===== config.mk =====
export PLATFORM = sky130hd
export DESIGN_NAME = lsu_mem_ctrl
export DESIGN_NICKNAME = d
export VERILOG_FILES = /design/src/rtl/lsu_pkg.sv /design/src/rtl/lsu_store_align.sv /design/src/rtl/lsu_mem_ctrl.sv
export SDC_FILE = /design/constraint.sdc
export NUM_CORES = 1
export LEC_CHECK = 0
export ABC_CLOCK_PERIOD_IN_PS = 13590
export BUFFER_PORTS_ARGS = -buffer_cell sky130_fd_sc_hd__buf_2
export CAP_MARGIN = 20
export CORE_MARGIN = 2
export CORE_UTILIZATION = 45
export DETAILED_ROUTE_END_ITERATION = 8
export MAX_ROUTING_LAYER = met4
export PLACE_DENSITY_LB_ADDON = 0.08
export SKIP_CTS_REPAIR_TIMING = 1
export SLEW_MARGIN = 20
export SYNTH_ARGS = -nofsm -noshare
export SYNTH_HDL_FRONTEND = slang
export SYNTH_SLANG_ARGS = --single-unit

===== constraint.sdc =====
create_clock -name i_clk -period 13.59 [get_ports i_clk]
set_input_delay 3.3975 -clock i_clk [delete_from_list [all_inputs] [get_ports i_clk]]
set_output_delay 3.3975 -clock i_clk [all_outputs]
set_load 0.1 [all_outputs]

===== src/rtl/lsu_pkg.sv =====
// Shared types and constants for the load/store unit memory controller.
package lsu_pkg;

    typedef enum logic [1:0] {
        S_IDLE = 2'd0,
        S_REQ  = 2'd1,
        S_WAIT = 2'd2,
        S_DONE = 2'd3
    } state_t;

    localparam logic [2:0] F3_B  = 3'b000;
    localparam logic [2:0] F3_H  = 3'b001;
    localparam logic [2:0] F3_W  = 3'b010;
    localparam logic [2:0] F3_BU = 3'b100;
    localparam logic [2:0] F3_HU = 3'b101;

    localparam logic [3:0] MASK_B = 4'b0001;
    localparam logic [3:0] MASK_H = 4'b0011;
    localparam logic [3:0] MASK_W = 4'b1111;

endpackage


===== src/rtl/lsu_store_align.sv =====
// Store alignment: byte enables, lane-replicated data and misalignment detection.
module lsu_store_align
    import lsu_pkg::*;
(
    input  logic [2:0]  funct3,
    input  logic [1:0]  addr_lo,
    input  logic        is_store,
    input  logic [31:0] wdata,
    output logic [3:0]  mask,
    output logic [31:0] wdata_lanes,
    output logic        misaligned
);

    // Misalignment check for all accesses; mask/data only shaped for stores.
    always_comb begin
        mask        = MASK_W;
        wdata_lanes = '0;
        misaligned  = 1'b0;
        case (funct3)
            F3_H, F3_HU: misaligned = addr_lo[0];
            F3_W:        misaligned = |addr_lo;
            default:     misaligned = 1'b0;
        endcase
        if (is_store) begin
            case (funct3[1:0])
                2'b00: begin
                    mask        = MASK_B << addr_lo;
                    wdata_lanes = {4{wdata[7:0]}};
                end
                2'b01: begin
                    mask        = MASK_H << addr_lo;
                    wdata_lanes = {2{wdata[15:0]}};
                end
                default: begin
                    mask        = MASK_W;
                    wdata_lanes = wdata;
                end
            endcase
        end
    end

endmodule


===== src/rtl/lsu_mem_ctrl.sv =====
// Load/store controller between the MEM stage and a variable-latency data memory.
module lsu_mem_ctrl
    import lsu_pkg::*;
#(
    parameter int unsigned TIMEOUT_CYCLES = 255
) (
    input  logic        i_clk,
    input  logic        i_rst,
    input  logic        i_mem_valid,
    input  logic        i_mem_ren,
    input  logic        i_mem_wen,
    input  logic [2:0]  i_funct3,
    input  logic [31:0] i_addr,
    input  logic [31:0] i_wdata,
    output logic        o_stall,
    output logic        o_rdata_valid,
    output logic [31:0] o_rdata,
    output logic        o_misaligned,
    output logic        o_bus_err,
    output logic        o_dmem_req,
    input  logic        i_dmem_gnt,
    output logic [31:0] o_dmem_addr,
    output logic        o_dmem_wen,
    output logic [3:0]  o_dmem_mask,
    output logic [31:0] o_dmem_wdata,
    input  logic        i_dmem_rvalid,
    input  logic [31:0] i_dmem_rdata
);

    state_t      state, state_nxt;
    logic [31:0] addr_q, wdata_q;
    logic [2:0]  f3_q;
    logic        wen_q;
    logic [3:0]  mask_q;
    logic [31:0] tmo_cnt;
    logic        err_q;

    logic        access, accept, tmo_fire, timeout;
    logic [3:0]  al_mask;
    logic [31:0] al_wdata;
    logic        al_mis;
    logic [7:0]  ld_byte;
    logic [15:0] ld_half;
    logic [31:0] ld_ext;

    assign access  = i_mem_valid & (i_mem_ren | i_mem_wen);
    assign timeout = (TIMEOUT_CYCLES != 0) && (tmo_cnt == TIMEOUT_CYCLES - 1);

    lsu_store_align u_align (
        .funct3      (i_funct3),
        .addr_lo     (i_addr[1:0]),
        .is_store    (i_mem_wen),
        .wdata       (i_wdata),
        .mask        (al_mask),
        .wdata_lanes (al_wdata),
        .misaligned  (al_mis)
    );

    // Next-state and control outputs.
    always_comb begin
        state_nxt    = state;
        o_stall      = 1'b0;
        o_dmem_req   = 1'b0;
        o_misaligned = 1'b0;
        accept       = 1'b0;
        tmo_fire     = 1'b0;
        case (state)
            S_IDLE: begin
                if (access) begin
                    if (al_mis) begin
                        o_misaligned = 1'b1;
                    end else begin
                        o_stall   = 1'b1;
                        accept    = 1'b1;
                        state_nxt = S_REQ;
                    end
                end
            end
            S_REQ: begin
                o_stall    = 1'b1;
                o_dmem_req = 1'b1;
                if (i_dmem_gnt) begin
                    state_nxt = wen_q ? S_DONE : S_WAIT;
                end else if (timeout) begin
                    tmo_fire  = 1'b1;
                    state_nxt = S_DONE;
                end
            end
            S_WAIT: begin
                o_stall = 1'b1;
                if (i_dmem_rvalid) begin
                    state_nxt = S_DONE;
                end else if (timeout) begin
                    tmo_fire  = 1'b1;
                    state_nxt = S_DONE;
                end
            end
            default: state_nxt = S_IDLE;
        endcase
    end

    assign o_rdata_valid = (state == S_DONE) & ~wen_q;
    assign o_bus_err     = (state == S_DONE) & err_q;
    assign o_dmem_addr   = {addr_q[31:2], 2'b00};
    assign o_dmem_wen    = wen_q;
    assign o_dmem_mask   = mask_q;
    assign o_dmem_wdata  = wdata_q;

    // Load data extension by latched funct3 and byte offset.
    always_comb begin
        case (addr_q[1:0])
            2'd0:    ld_byte = i_dmem_rdata[7:0];
            2'd1:    ld_byte = i_dmem_rdata[15:8];
            2'd2:    ld_byte = i_dmem_rdata[23:16];
            default: ld_byte = i_dmem_rdata[31:24];
        endcase
        ld_half = addr_q[1] ? i_dmem_rdata[31:16] : i_dmem_rdata[15:0];
        case (f3_q)
            F3_B:    ld_ext = {{24{ld_byte[7]}}, ld_byte};
            F3_BU:   ld_ext = {24'd0, ld_byte};
            F3_H:    ld_ext = {{16{ld_half[15]}}, ld_half};
            F3_HU:   ld_ext = {16'd0, ld_half};
            default: ld_ext = i_dmem_rdata;
        endcase
    end

    // State register, field latches, timeout counter and load data register.
    always_ff @(posedge i_clk or posedge i_rst) begin
        if (i_rst) begin
            state   <= S_IDLE;
            addr_q  <= '0;
            wdata_q <= '0;
            f3_q    <= '0;
            wen_q   <= 1'b0;
            mask_q  <= '0;
            tmo_cnt <= '0;
            err_q   <= 1'b0;
            o_rdata <= '0;
        end else begin
            state <= state_nxt;
            err_q <= tmo_fire;
            if (accept) begin
                addr_q  <= i_addr;
                f3_q    <= i_funct3;
                wen_q   <= i_mem_wen;
                mask_q  <= al_mask;
                wdata_q <= al_wdata;
            end
            // Counter restarts on each entry into REQ or WAIT, so WAIT gets its own full budget.
            if ((state_nxt != state) && (state_nxt == S_REQ || state_nxt == S_WAIT)) begin
                tmo_cnt <= '0;
            end else if (state == S_REQ || state == S_WAIT) begin
                tmo_cnt <= tmo_cnt + 32'd1;
            end
            if (state == S_WAIT && i_dmem_rvalid) begin
                o_rdata <= ld_ext;
            end else if (tmo_fire) begin
                o_rdata <= '0;
            end
        end
    end

endmodule


==> out/metrics.yaml <==
drt:
  wl_per_cell_um: 15.91
  first_iter_violations: 329
  drtPass1Iterations: 7
  drc_errors: 0
  postRouteWirelength_um: 18070
  ant_nets: 0
  via_per_inst: 5.249
  num_vias: 5963
yosys:
  ys.flop_type: "dfrtp_1"
  synth_top_family_by_area: "simple AND/OR/NAND/NOR gates"
  netlist_instances: 772
  yosysWarnings: 0
  async_reset_ff_share_pct: 100.0
  synth_compound_area_share_pct: 12.37
  syn_avg_cell_area_um2: 9.011
  synth_xor_area_share_pct: 3.903
  synth_fa_ha_area_share_pct: 1.259
  post-synth-top-area-cell: "dfrtp_1"
  yosys_register_bits: 139
  synth_simple_gate_area_share_pct: 21.06
  ys_types: 50
  synth_top_area_share_pct: 50.00
  yosysMostFrequentCell: "nand2_1"
  synth_area_um2: 6957
  synth_edf_count: 0
  ys_top_cells_by_count: "nand2_1 (202), dfrtp_1 (139), nor2_1 (80), o21ai_0 (58), clkbuf_1 (34)"
  synth_area_leaders: "dfrtp_1 (50%), nand2_1 (11%), nor2_1 (4.3%)"
  synthMuxAreaShare_pct: 4.586
  yosysSeqAreaShare_pct: 50.00
clock_tree:
  numCtsBuffers: 17
  cts_max_level: 4
  clock_sinks: 139
  clkLatencyLatePin_ns: 0.42
  clk_path_buf_depth: 2
  root_buffer: "clkbuf_16"
  clk_pin_slew_ns: 0.05
  cts_tree: "built"
final_layout:
  drive_above_1_share_pct: 28.62
  area_growth_pct: 22.61
  final_nets: 1047
  fin_area_um2: 8529
  fin_cells: 1136
global_routing:
  grt_max_degree: 103
  overflow: 0
  grt_pass1_wl_um: 29530
  grt_pass1_vias: 5805
  grt.total_usage_pct: 23.48
  antenna_found_initial: 1
hold_path:
  hold_path.class: "flip-flop to flip-flop"
sta:
  clock_skew_ns: 0.008138
  post-route-period-util_pct: 64.07
  grt_setup_unrepaired: "false"
  max_freq_mhz: 114.9
  tns_ns: 0
  drv_slew: 0
  relSlewSlack_pct: 37.49
  final-setup-viol-count: 0
  final_hold_viol_count: 0
  worstMarginPinSlew_ns: 0.9376
  min_period_ns: 8.707
place:
  postPlaceCellArea_um2: 7884
  dp_hpwl_um: 12860
  placed_cells: 1102
  gp_congestion: 0.8419
  io_buffers: 209
floorplanning:
  die_y_um: 128.3
  core_um2: 15150
  rows: 45
  dieWidth_um: 128.3
  boundaryPins: 212
  die_area_um2: 16470
  start_util_pct: 45.93
worst_setup_path:
  worstPathRequired_ns: 10.19
  arrival_ns: 5.31
  path_class: "input port to primary output"
  cp-start-kind: "input port"
  path_max_fanout: 35
  cp-end-kind: "primary output"
flow_run:
  drv_cap: 0
status:
  run_status: "complete, no violations"
[cell type report]
class	instances	area, um2
Antenna cell	1	2.502
Clock buffer	25	505.5
Clock inverter	7	110.1
Fill cell	1414	6616
Inverter	15	61.31
Multi-Input combinational cell	547	3033
Sequential cell	139	3478
Tap cell	188	235.2
Timing Repair Buffer	214	1104
[worst max-delay path, stage by stage]
cell,delay [ns]
buf_2,0.48
nor2_1,0.12
nor2b_1,0.31
nand2_1,0.14
nor3_2,0.15
nor2_1,0.06
nor2_1,0.17
buf_2,0.46
[cell usage in the layout, fill, tap and decap left out, drive strengths merged, types with 9 or more instances in the layout]
| cell type | count |
|---|---|
| buf | 214 |
| clkbuf | 25 |
| dfrtp | 139 |
| inv | 14 |
| mux2 | 18 |
| mux2i | 9 |
| nand2 | 202 |
| nand3 | 21 |
| nor2 | 80 |
| o21ai | 60 |
| o2bb2ai | 30 |
| xnor2 | 14 |
| xor2 | 17 |
[per-stage QoR]
step                      setup slack [ns]  hold slack (ns)  utilization, %
final                                4.883           0.4693           56.32
after global routing                 4.720           0.4921           56.32
after CTS                            4.846           0.4741           56.12
after detailed placement             4.851           0.4608           52.05
after global placement               4.966           0.4510           52.05
after floorplan                      4.215           0.4469               -
[flip-flops by register name, summed over array words and instances, names as in the netlist]
signal        cells
addr_q           32
o_dmem_wdata     32
o_rdata          32
tmo_cnt          32
o_dmem_mask       4
f3_q              3
state             2
err_q             1
o_dmem_wen        1
[cells by family (layout without fill, tap and decap cells)]
group           Yosys count  after routing
buf+inv                  87            261
xor+xnor                 31             31
mux                      28             28
other cells               1              3
compound gates          129            129
fa+ha+maj                 7              7
flops                   139            139
simple gates            350            350
[final timing paths]
check / cells past startpoint / slack [ns] / startpoint / end
setup / recovery: 8 / 4.88 / i_mem_wen / o_stall
hold / removal: 2 / 0.47 / addr_q[23] / addr_q[23]
setup reg to reg: 8 / 10.85 / state[0] / tmo_cnt[31]
hold reg to reg: 2 / 0.47 / addr_q[23] / addr_q[23]
max in group asynchronous: 3 / 9.15 / i_rst / o_dmem_mask[1]
min in group asynchronous: 2 / 3.08 / i_rst / addr_q[6]
[routing by layer]
layer	vias up	track usage, %	routed length [um]
li1	2893	-	-
met5	-	-	0
met1	2804	31.62	8307
met3	29	4.865	1275
met2	237	35.36	8158
met4	0	8.468	330
Power is not shown: default switching activity piles up to over one toggle a cycle in this logic, so the estimate is an artifact.
